### config.mk
export PLATFORM = sky130hd
export DESIGN_NAME = gray_bin_conv_pipe
export DESIGN_NICKNAME = d
export VERILOG_FILES = /design/src/rtl/gray_bin_conv_pipe.sv
export SDC_FILE = /design/constraint.sdc
export NUM_CORES = 1
export LEC_CHECK = 0
export CAP_MARGIN = 10
export CORE_MARGIN = 2
export CORE_UTILIZATION = 30
export CTS_CLUSTER_DIAMETER = 40
export DETAILED_ROUTE_END_ITERATION = 8
export DONT_BUFFER_PORTS = 1
export GPL_TIMING_DRIVEN = 0
export PLACE_DENSITY = 0.47
export SYNTH_ARGS = -nofsm -noshare
export SYNTH_HDL_FRONTEND = slang
export SYNTH_SLANG_ARGS = --single-unit
### constraint.sdc
create_clock -name clk -period 5.3 [get_ports clk]
set_input_delay 0.265 -clock clk [delete_from_list [all_inputs] [get_ports clk]]
set_output_delay 0.265 -clock clk [all_outputs]
set_load 0.01 [all_outputs]
### src/rtl/gray_bin_conv_pipe.sv
// Bidirectional Gray/binary converter. The conversion is registered into stage 1, and the
// elastic pipeline has STAGES cycles of latency. Gray-mode words are checked for single-bit adjacency.
module gray_bin_conv_pipe #(
  parameter int WIDTH  = 8,
  parameter int STAGES = 2,
  parameter int CNT_W  = 16
) (
  input  logic             clk,
  input  logic             rst,
  input  logic             in_valid,
  output logic             in_ready,
  input  logic [WIDTH-1:0] in_data,
  input  logic             in_mode,
  output logic             out_valid,
  input  logic             out_ready,
  output logic [WIDTH-1:0] out_data,
  output logic             out_mode,
  output logic             adj_err,
  output logic [CNT_W-1:0] err_count,
  input  logic             clr_err
);

  function automatic logic [WIDTH-1:0] gray2bin(input logic [WIDTH-1:0] g);
    logic [WIDTH-1:0] b;
    b[WIDTH-1] = g[WIDTH-1];
    for (int i = WIDTH - 2; i >= 0; i--) begin
      b[i] = b[i+1] ^ g[i];
    end
    return b;
  endfunction

  function automatic logic [WIDTH-1:0] bin2gray(input logic [WIDTH-1:0] b);
    return b ^ (b >> 1);
  endfunction

  logic [STAGES-1:0] v;
  logic [STAGES-1:0] m;
  logic [STAGES-1:0] e;
  logic [WIDTH-1:0]  d [STAGES];
  logic [STAGES-1:0] ld;

  logic [WIDTH-1:0]  hist;
  logic              hist_vld;
  logic [WIDTH-1:0]  diff;
  logic              multi_bit;
  logic              err_now;
  logic              in_fire;
  logic [WIDTH-1:0]  conv;
  logic [CNT_W-1:0]  cnt;

  // Stage k may load when out_ready is high, or when any stage from k to the output end is empty.
  // This closed form avoids a combinational chain between the per-stage load bits.
  always_comb begin
    ld = '0;
    for (int k = 0; k < STAGES; k++) begin
      logic tail_full;
      tail_full = 1'b1;
      for (int j = k; j < STAGES; j++) begin
        tail_full = tail_full & v[j];
      end
      ld[k] = out_ready | ~tail_full;
    end
  end

  assign in_ready = ld[0] & ~rst;
  assign in_fire  = in_valid & in_ready;

  assign conv      = in_mode ? bin2gray(in_data) : gray2bin(in_data);
  assign diff      = in_data ^ hist;
  assign multi_bit = |(diff & (diff - WIDTH'(1)));
  assign err_now   = ~in_mode & hist_vld & multi_bit;

  generate
    for (genvar k = 0; k < STAGES; k++) begin : g_stage
      if (k == 0) begin : g_first
        always_ff @(posedge clk or posedge rst) begin
          if (rst) begin
            v[0] <= 1'b0;
            m[0] <= 1'b0;
            e[0] <= 1'b0;
            d[0] <= '0;
          end else if (ld[0]) begin
            v[0] <= in_fire;
            if (in_fire) begin
              m[0] <= in_mode;
              e[0] <= err_now;
              d[0] <= conv;
            end
          end
        end
      end else begin : g_next
        always_ff @(posedge clk or posedge rst) begin
          if (rst) begin
            v[k] <= 1'b0;
            m[k] <= 1'b0;
            e[k] <= 1'b0;
            d[k] <= '0;
          end else if (ld[k]) begin
            v[k] <= v[k-1];
            if (v[k-1]) begin
              m[k] <= m[k-1];
              e[k] <= e[k-1];
              d[k] <= d[k-1];
            end
          end
        end
      end
    end
  endgenerate

  // A Gray transfer in the same cycle as clr_err still becomes the new valid history.
  always_ff @(posedge clk or posedge rst) begin
    if (rst) begin
      hist     <= '0;
      hist_vld <= 1'b0;
    end else if (in_fire && !in_mode) begin
      hist     <= in_data;
      hist_vld <= 1'b1;
    end else if (clr_err) begin
      hist_vld <= 1'b0;
    end
  end

  always_ff @(posedge clk or posedge rst) begin
    if (rst) begin
      cnt <= '0;
    end else if (clr_err) begin
      cnt <= '0;
    end else if (in_fire && err_now && !(&cnt)) begin
      cnt <= cnt + CNT_W'(1);
    end
  end

  assign out_valid = v[STAGES-1];
  assign out_data  = d[STAGES-1];
  assign out_mode  = m[STAGES-1];
  assign adj_err   = e[STAGES-1];
  assign err_count = cnt;

endmodule

==> results.json, run 1 <==
{
  "postSynthAreaPerCell_sq_um": 10.7,
  "grt_use_total_pct": 11.7,
  "path_max_fanout": 10,
  "numClockSinks": 47,
  "die_w_microns": 92.9,
  "core_area_sq_um": 7690,
  "globalplace.congestion": 0.735,
  "cap_violations": 0,
  "ys_seq_elements": 47,
  "wl_microns": 4790,
  "port_buffers": 0,
  "fp.dieArea_sq_um": 8620,
  "seq_area_frac_synth_pct": 49.7,
  "die_h_microns": 92.9,
  "vias": 1570,
  "synth_cell_types": 34,
  "hpwl_microns": 3520,
  "drtIter0Drc": 68,
  "synth_edf_count": 0,
  "max-vdd-ir-drop_mv": 0.103,
  "crit_path_start_kind": "register",
  "dr_wl_met2_microns": 2240,
  "synth_cells": 222,
  "ant_nets": 0,
  "worst_pin_slew_ns": 0.524,
  "cts_made_buffers": 5,
  "worstSetupEndpointType": "register",
  "postCtsSetupRepairBufs": 0,
  "antenna_found_initial": 0,
  "met3_length_microns": 299,
  "power_density_nw_per_um2": 328,
  "ys.flop_type": "dfrtp_1",
  "m1WireLength_microns": 2180,
  "highest_layer": "met4",
  "start_util_pct": 30.8,
  "status": "finished clean",
  "crit_required_ns": 5.49,
  "drv_slew": 0,
  "slowest_stage": "a41oi_2",
  "setup_viol": 0,
  "fin_crit_ns": 2.37,
  "drive_gt1_share_pct": 19.4,
  "fmax_mhz": 421,
  "path_cells": "xor2_1 -> nor3_1 -> nand4_1 -> a41oi_2 -> a21oi_1 -> nand3_1 -> mux2_2",
  "grt_max_degree": 41,
  "grt_remaining_overflow": 0,
  "vias_per_cell": 4.70,
  "first_pass_iters": 4,
  "hold_slack_ns": 0.108,
  "clk_pin_slew_worst_paths_ns": 0.09,
  "avgRoutedWirePerCell_microns": 14.3,
  "cp_data_arrival_time_ns": 2.56,
  "netlist_area_sq_um": 2370,
  "rsz0062_at_grt": "no",
  "hold_violations": 0,
  "htree_levels": 2,
  "clkLatencyLatePin_ns": 0.30,
  "cellLeakagePower_nw": 1.09,
  "tritoncts": "built",
  "setup_tns_ns": 0,
  "grt_pass1_vias": 1524,
  "final.period_utilization_pct": 44.8,
  "drc_errors": 0,
  "async_flop_share_pct": 100,
  "synthToLayoutAreaGrowth_pct": 10.6,
  "synth_nets": 237,
  "relSlewSlack_pct": 65.1,
  "num_rows": 32,
  "hold_class": "in2reg",
  "ctsResizeCount": 0,
  "nets": 246,
  "root_buffer": "clkbuf_8",
  "ioPinCount": 42,
  "clock_tree.buffer_depth": 2,
  "crit_path_max_incr_delay_ns": 0.49,
  "grt_pass1_wl_microns": 7970,
  "skew_ns": 0.0105,
  "n_antenna_cell": 0,
  "criticalPathCategory": "reg2reg",
  "rrSetupSlack_ns": 2.93,
  "synth_warnings": 0
}
[path summary, 6_finish.rpt]
path / from / endpoint / depth (start not counted)
min: in_data[1] / hist[1]$_DFFE_PP0P_ / 1
max reg2reg: hist[0]$_DFFE_PP0P_ / err_count[11]$_DFFE_PP0P_ / 7
min reg2reg: e[0]$_DFFE_PP0P_ / e[0]$_DFFE_PP0P_ / 2
max: hist[0]$_DFFE_PP0P_ / err_count[11]$_DFFE_PP0P_ / 7
max in group asynchronous: rst / err_count[13]$_DFFE_PP0P_ / 3
min in group asynchronous: rst / hist[6]$_DFFE_PP0P_ / 2
[Yosys cell counts, types with 4 or more instances]
| cell | count | area share [%] |
|---|---|---|
| xnor2_1 | 21 | 7.8 |
| a21oi_1 | 11 | 2.3 |
| clkbuf_1 | 6 | 0.95 |
| dfrtp_1 | 47 | 50 |
| inv_1 | 4 | 0.63 |
| buf_4 | 8 | 2.5 |
| nand4_1 | 8 | 2.1 |
| mux2_2 | 23 | 11 |
| nor2b_1 | 5 | 1.3 |
| nand2_1 | 17 | 2.7 |
| nand3_1 | 7 | 1.5 |
| nor2_1 | 18 | 2.9 |
| xor2_1 | 9 | 3.3 |
| o21ai_0 | 9 | 1.9 |
[final cells by class]
cell class	instances	area, sq um
Timing Repair Buffer	2	30.0
Fill cell	809	5070
Tap cell	102	128
Inverter	4	15.0
Clock buffer	5	68.8
Clock inverter	3	23.8
Multi-Input combinational cell	157	1090
Buffer	14	82.6
Sequential cell	47	1180
[placed cells by master, fill, tap and decap left out, drive strengths merged, types with 4 or more instances in the layout]
| master | n |
|---|---|
| a21oi | 11 |
| and2 | 4 |
| buf | 9 |
| clkbuf | 11 |
| dfrtp | 47 |
| inv | 5 |
| mux2 | 23 |
| nand2 | 17 |
| nand3 | 7 |
| nand4 | 8 |
| nor2 | 18 |
| nor2b | 5 |
| o21ai | 10 |
| xnor2 | 21 |
| xor2 | 9 |
[worst max-delay path, delay by kind of cell (launching register included)]
kind             cells  cell delay [ns]
multiplexers         1             0.33
AO/OA/AOI/OAI        2             0.75
AND/OR/NAND/NOR      3             0.61
flip-flops           1             0.40
XOR/XNOR             1             0.18
[state kept, by name, summed over array words and instances (netlist names), 8 cells and up]
name	flops
hist	8
out_data	8
d	8
err_count	16
[where the power goes]
group          internal, mW  total [mW]  switching (mW)
clock                0.0946       0.228           0.133
sequential            0.417       0.453          0.0361
combinational        0.0962       0.179          0.0825
[stage by stage]
step	util, %	cell area [sq um]	power, mW	setup slack (ns)	std cells
after detailed placement	32.7	2520	0.644	2.93	325
final	34.1	2620	0.860	2.93	334
after floorplan	-	2370	0.610	3.06	222
after global placement	32.5	2500	0.638	2.34	324
after CTS	34.1	2620	0.876	2.91	334
after global routing	34.1	2620	0.912	2.66	334
[cell families (layout without fill, tap and decap cells)]
family,after synthesis,after routing,synth area share (%)
XOR/XNOR,30,30,11.1
AO/OA/AOI/OAI,31,31,8.29
buffers and inverters,18,28,4.12
multiplexers,24,24,11.4
AND/OR/NAND/NOR,71,71,15.0
flip-flops,47,47,49.7
adder cells (fa/ha/maj),1,1,0.528
[metal layers]
layer  vias to the layer above  global-route usage (%)
met4                         0                    3.68
met1                       759                    15.8
met2                        28                    17.6
li1                        778                       -
met5                         -                       0
met3                         5                    3.99
[what timing repair did]
item                                    in CTS  in global routing
hold buffers                                 1                  0
endpoints found under the hold margin        8                  0
endpoints found under the setup margin       0                  0
Note: power is estimated with default switching activity, not from simulation.
==> run 2: changes to the inputs <==
--- a/config.mk
+++ b/config.mk
@@ -12,7 +12,7 @@
 export DETAILED_ROUTE_END_ITERATION = 8
 export DONT_BUFFER_PORTS = 1
 export GPL_TIMING_DRIVEN = 0
-export PLACE_DENSITY = 0.47
+export PLACE_DENSITY = 0.48
 export SYNTH_ARGS = -nofsm -noshare
 export SYNTH_HDL_FRONTEND = slang
 export SYNTH_SLANG_ARGS = --single-unit
==> constraint.sdc (replaced) <==
create_clock -name clk -period 2.1 [get_ports clk]
set_input_delay 0.105 -clock clk [delete_from_list [all_inputs] [get_ports clk]]
set_output_delay 0.105 -clock clk [all_outputs]
set_load 0.01 [all_outputs]
==> results.json, run 2 (synthesis results as in run 1) <==
{
  "die_w_microns": 92.9,
  "final_common_cell": "dfrtp_1",
  "fin_total_pwr_mw": 2.23,
  "cts_made_buffers": 5,
  "tritoncts": "built",
  "drc_errors": 0,
  "wl_microns": 5050,
  "crit_required_ns": 2.30,
  "rsz0062_at_grt": "yes",
  "worst_pin_slew_ns": 0.556,
  "drive_gt1_share_pct": 27.8,
  "skew_ns": 0.00725,
  "power_density_nw_per_um2": 785,
  "antenna_found_initial": 0,
  "n_fill_cell": 802,
  "path_cells": "xor2_2 -> nor2_2 -> o211ai_1 -> o2111ai_4 -> buf_4 -> a21oi_1 -> nand3_1 -> mux2_2",
  "holdCritStartpoint": "in_data[1]",
  "globalplace.congestion": 0.769,
  "cp_top_family": "compound AO/OA/AOI/OAI gates",
  "cp_data_arrival_time_ns": 2.22,
  "fp.dieArea_sq_um": 8620,
  "ioPinCount": 42,
  "num_rows": 32,
  "port_buffers": 0,
  "first_pass_iters": 4,
  "vias_per_cell": 4.65,
  "hold_class": "in2reg",
  "criticalPathCategory": "reg2reg",
  "max-vdd-ir-drop_mv": 0.248,
  "whs_path_depth": 2,
  "crit_buf_inv": 1,
  "final_cell_mix": "dfrtp_1, mux2_2, xnor2_1",
  "nets": 259,
  "final.period_utilization_pct": 96.2,
  "fin_util_pct": 36.9,
  "clkLatencyLatePin_ns": 0.30,
  "status": "finished clean",
  "relSlewSlack_pct": 62.9,
  "layoutNonFillerInstCount": 347,
  "largest_register_ff_count": 16,
  "placed_cells": 325,
  "slowest_stage": "dfrtp_1",
  "fin_crit_ns": 2.02,
  "die_h_microns": 92.9,
  "drv_slew": 0,
  "htree_levels": 2,
  "crit_path_start_kind": "register",
  "path_max_fanout": 4,
  "grt_remaining_overflow": 0,
  "seqCellArea_sq_um": 1180,
  "crit_path_max_incr_delay_ns": 0.41,
  "hold_violations": 0,
  "fmax_mhz": 495,
  "start_util_pct": 30.8,
  "vias": 1612,
  "drtIter0Drc": 67,
  "worstSetupEndpointType": "register",
  "hpwl_microns": 3530,
  "numClockSinks": 47,
  "grt_pass1_vias": 1602,
  "core_area_sq_um": 7690,
  "critPathLaunch": "hist[3]$_DFFE_PP0P_",
  "avgRoutedWirePerCell_microns": 14.5,
  "synthToLayoutAreaGrowth_pct": 19.9,
  "grt_max_degree": 37,
  "cp.depth": 8,
  "root_buffer": "clkbuf_8",
  "clock_tree.buffer_depth": 2,
  "worstRegToRegCells": 8,
  "multiInputGateArea_sq_um": 1190,
  "grt_use_total_pct": 12.3,
  "cellLeakagePower_nw": 1.17,
  "cap_violations": 0,
  "grt_pass1_wl_microns": 8290,
  "n_antenna_cell": 0,
  "ant_nets": 0,
  "rr_startpoint": "hist[3]$_DFFE_PP0P_",
  "clk_pin_slew_worst_paths_ns": 0.10,
  "setup_viol": 0
}
run 2: changes by cell type in the layout (fill, tap and decap cells not counted), moves of 2 or more:
cell,delta
xor2_1,-4
nor3_1,-2
clkinv_4,+2
a21oi_2,+4
a21oi_1,-4
dfrtp_2,+3
xor2_2,+4
dfrtp_1,-3
dlygate4sd3_1,+8
buf_4,+5
run 2: per-stage QoR:
step | hold slack [ns] | setup TNS [ns] | worst slack (ns) | area [sq um]
6_report | 0.00972 | 0 | 0.0790 | 2840
5_1_grt | 0.0515 | -0.156 | -0.0436 | 2840
4_1_cts | 0.00703 | 0 | 0.00100 | 2760
3_5_place_dp | -0.0364 | -1.23 | -0.257 | 2520
3_3_place_gp | 0.260 | -8.31 | -0.716 | 2500
2_1_floorplan | 0.256 | 0 | 0.0223 | 2370
run 2: routing by layer:
layer	GRT usage, %	vias up	part of all wire [%]
li1	-	802	-
met1	16.6	776	48
met2	18.6	29	46
met3	3.74	5	4.3
met4	4.78	0	1.5
met5	0	-	0
run 2: final cells by class:
type,count,area share (%)
timing repair buffer,15,5.20
tap,102,4.50
clock buffer,5,2.42
clock inverter,3,0.881
inverter,4,0.573
sequential,47,41.6
buffer,14,2.95
multi-input combinational,157,41.9
run 2: final timing paths:
path / to / slack (ns)
worst max-delay path: err_count[4]$_DFFE_PP0P_ / 0.08
worst min-delay path: d[9]$_DFFE_PP0P_ / 0.01
worst max register to register: err_count[4]$_DFFE_PP0P_ / 0.08
worst min register to register: e[0]$_DFFE_PP0P_ / 0.48
max in group asynchronous: err_count[10]$_DFFE_PP0P_ / 1.44
min in group asynchronous: m[0]$_DFFE_PP0P_ / 0.18
run 2: power by group:
part	internal, mW	switching [mW]
logic	0.273	0.238
registers	1.05	0.0955
clock network	0.239	0.332
run 2: repair_timing:
action,CTS,global route
hold buffers,9,0
endpoints found under the setup margin,9,15
setup buffers,3,2
gates resized for setup,5,19
hold endpoints to repair,57,0
pin swaps,2,11
==> run 3: changes to the inputs <==
--- a/config.mk
+++ b/config.mk
@@ -12,6 +12,7 @@
 export DETAILED_ROUTE_END_ITERATION = 8
 export DONT_BUFFER_PORTS = 1
 export GPL_TIMING_DRIVEN = 0
+export HOLD_SLACK_MARGIN = 0.1
 export PLACE_DENSITY = 0.48
 export SYNTH_ARGS = -nofsm -noshare
 export SYNTH_HDL_FRONTEND = slang
==> results.json, run 3 (synthesis results as in run 1) <==
{
  "hold_violations": 0,
  "criticalPathCategory": "reg2reg",
  "synthToLayoutAreaGrowth_pct": 20.3,
  "drv_slew": 0,
  "core_area_sq_um": 7690,
  "globalplace.congestion": 0.769,
  "fin_crit_ns": 2.03,
  "clk_pin_slew_worst_paths_ns": 0.10,
  "post_dp_cell_area_sq_um": 2520,
  "seqCellArea_sq_um": 1180,
  "layoutNonFillerInstCount": 348,
  "die_w_microns": 92.9,
  "htree_levels": 2,
  "antenna_found_initial": 0,
  "worstRegToRegCells": 8,
  "ioPinCount": 42,
  "status": "finished clean",
  "vias_per_cell": 4.62,
  "drive_gt1_share_pct": 27.6,
  "fmax_mhz": 494,
  "cp_data_arrival_time_ns": 2.22,
  "root_buffer": "clkbuf_8",
  "avgRoutedWirePerCell_microns": 14.5,
  "port_buffers": 0,
  "fin_total_pwr_mw": 2.23,
  "final_common_cell": "dfrtp_1",
  "ant_nets": 0,
  "first_pass_iters": 4,
  "largest_register_ff_count": 16,
  "wl_microns": 5040,
  "fp.dieArea_sq_um": 8620,
  "relSlewSlack_pct": 63.0,
  "endpoint": "err_count[4]$_DFFE_PP0P_",
  "die_h_microns": 92.9,
  "nets": 260,
  "setup_ws_ns": 0.0749,
  "power_density_nw_per_um2": 784,
  "fin_util_pct": 37.1,
  "grt_pass1_vias": 1604,
  "n_fill_cell": 801,
  "cap_violations": 0,
  "drtIter0Drc": 50,
  "skew_ns": 0.00725,
  "multiInputGateArea_sq_um": 1190,
  "hold_slack_ns": 0.115,
  "r2r_end": "err_count[4]$_DFFE_PP0P_",
  "drc_errors": 0,
  "grt_remaining_overflow": 0,
  "grt-busiest-layer": "met2",
  "critPathLaunch": "hist[3]$_DFFE_PP0P_",
  "tritoncts": "built",
  "placed_cells": 325,
  "hold_class": "in2reg",
  "rrSetupSlack_ns": 0.07,
  "worstSetupEndpointType": "register",
  "grt_pass1_wl_microns": 8300,
  "clock_tree.buffer_depth": 2,
  "cellLeakagePower_nw": 1.17,
  "setup_tns_ns": 0,
  "crit_path_start_kind": "register",
  "final_cell_mix": "dfrtp_1, mux2_2, xnor2_1",
  "cts_made_buffers": 5,
  "grt_use_met2_pct": 18.6,
  "path_max_fanout": 4,
  "start_util_pct": 30.8,
  "num_rows": 32,
  "grt_max_degree": 37,
  "grt_use_total_pct": 12.4,
  "vias": 1607,
  "use_met3_pct": 3.74,
  "final.period_utilization_pct": 96.4,
  "rsz0062_at_grt": "yes",
  "max-vdd-ir-drop_mv": 0.248,
  "crit_required_ns": 2.30,
  "grt_util_met1_pct": 16.7,
  "preCtsSetupSlack_ns": -0.257,
  "clkLatencyLatePin_ns": 0.30,
  "rr_startpoint": "hist[3]$_DFFE_PP0P_",
  "hpwl_microns": 3530,
  "worst_pin_slew_ns": 0.555,
  "setup_viol": 0,
  "n_antenna_cell": 0,
  "final_area_sq_um": 2850,
  "numClockSinks": 47
}
[run 3: cell count changes in the layout (fill, tap and decap cells not counted), sizes merged]
cell         change
dlygate4sd3      +1
[run 3: layout make-up]
cell class,instances,share of cell area [%]
multi-input combinational,157,41.8
sequential,47,41.4
timing repair buffer,16,5.53
tap,102,4.48
buffer,14,2.94
clock buffer,5,2.42
clock inverter,3,0.878
inverter,4,0.571
[run 3: how the worst min path moves through the flow]
| stage | start | to | cells past startpoint |
|---|---|---|---|
| floorplan | in_data[0] | hist[0]$_DFFE_PP0P_ | 1 |
| global placement | in_data[6] | hist[6]$_DFFE_PP0P_ | 1 |
| detailed placement | rst | hist[4]$_DFFE_PP0P_ | 1 |
| CTS | in_data[2] | d[9]$_DFFE_PP0P_ | 3 |
| global route | in_data[4] | d[12]$_DFFE_PP0P_ | 3 |
| finish | in_data[2] | d[9]$_DFFE_PP0P_ | 3 |
[run 3: timing repair]
action / 4_1_cts / 5_1_grt
hold endpoints to repair: 62 / 0
setup buffers: 3 / 2
setup endpoints to repair: 9 / 15
gates resized for setup: 5 / 19
pin swaps: 2 / 11
hold buffers: 10 / 0
[run 3: layer usage]
layer  part of all wire [%]  routed length, microns  vias to the layer above
li1                       -                       -                      805
met1                     48                    2430                      776
met2                     46                    2330                       21
met3                    4.0                     203                        5
met4                    1.5                      78                        0
met5                      0                       0                        -
[run 3: worst max-delay path, stage by stage, from the launching register on]
cell and delay, ns:
dfrtp_1 0.41, xor2_2 0.20, nor2_2 0.07, o211ai_1 0.24, o2111ai_4 0.19, buf_4 0.20
a21oi_1 0.22, nand3_1 0.12, mux2_2 0.27
[run 3: where the power goes]
group	switching [mW]	total [mW]	internal [mW]
clock	0.332	0.570	0.239
combinational	0.240	0.514	0.274
sequential	0.0952	1.15	1.05
total	0.667	2.23	1.57
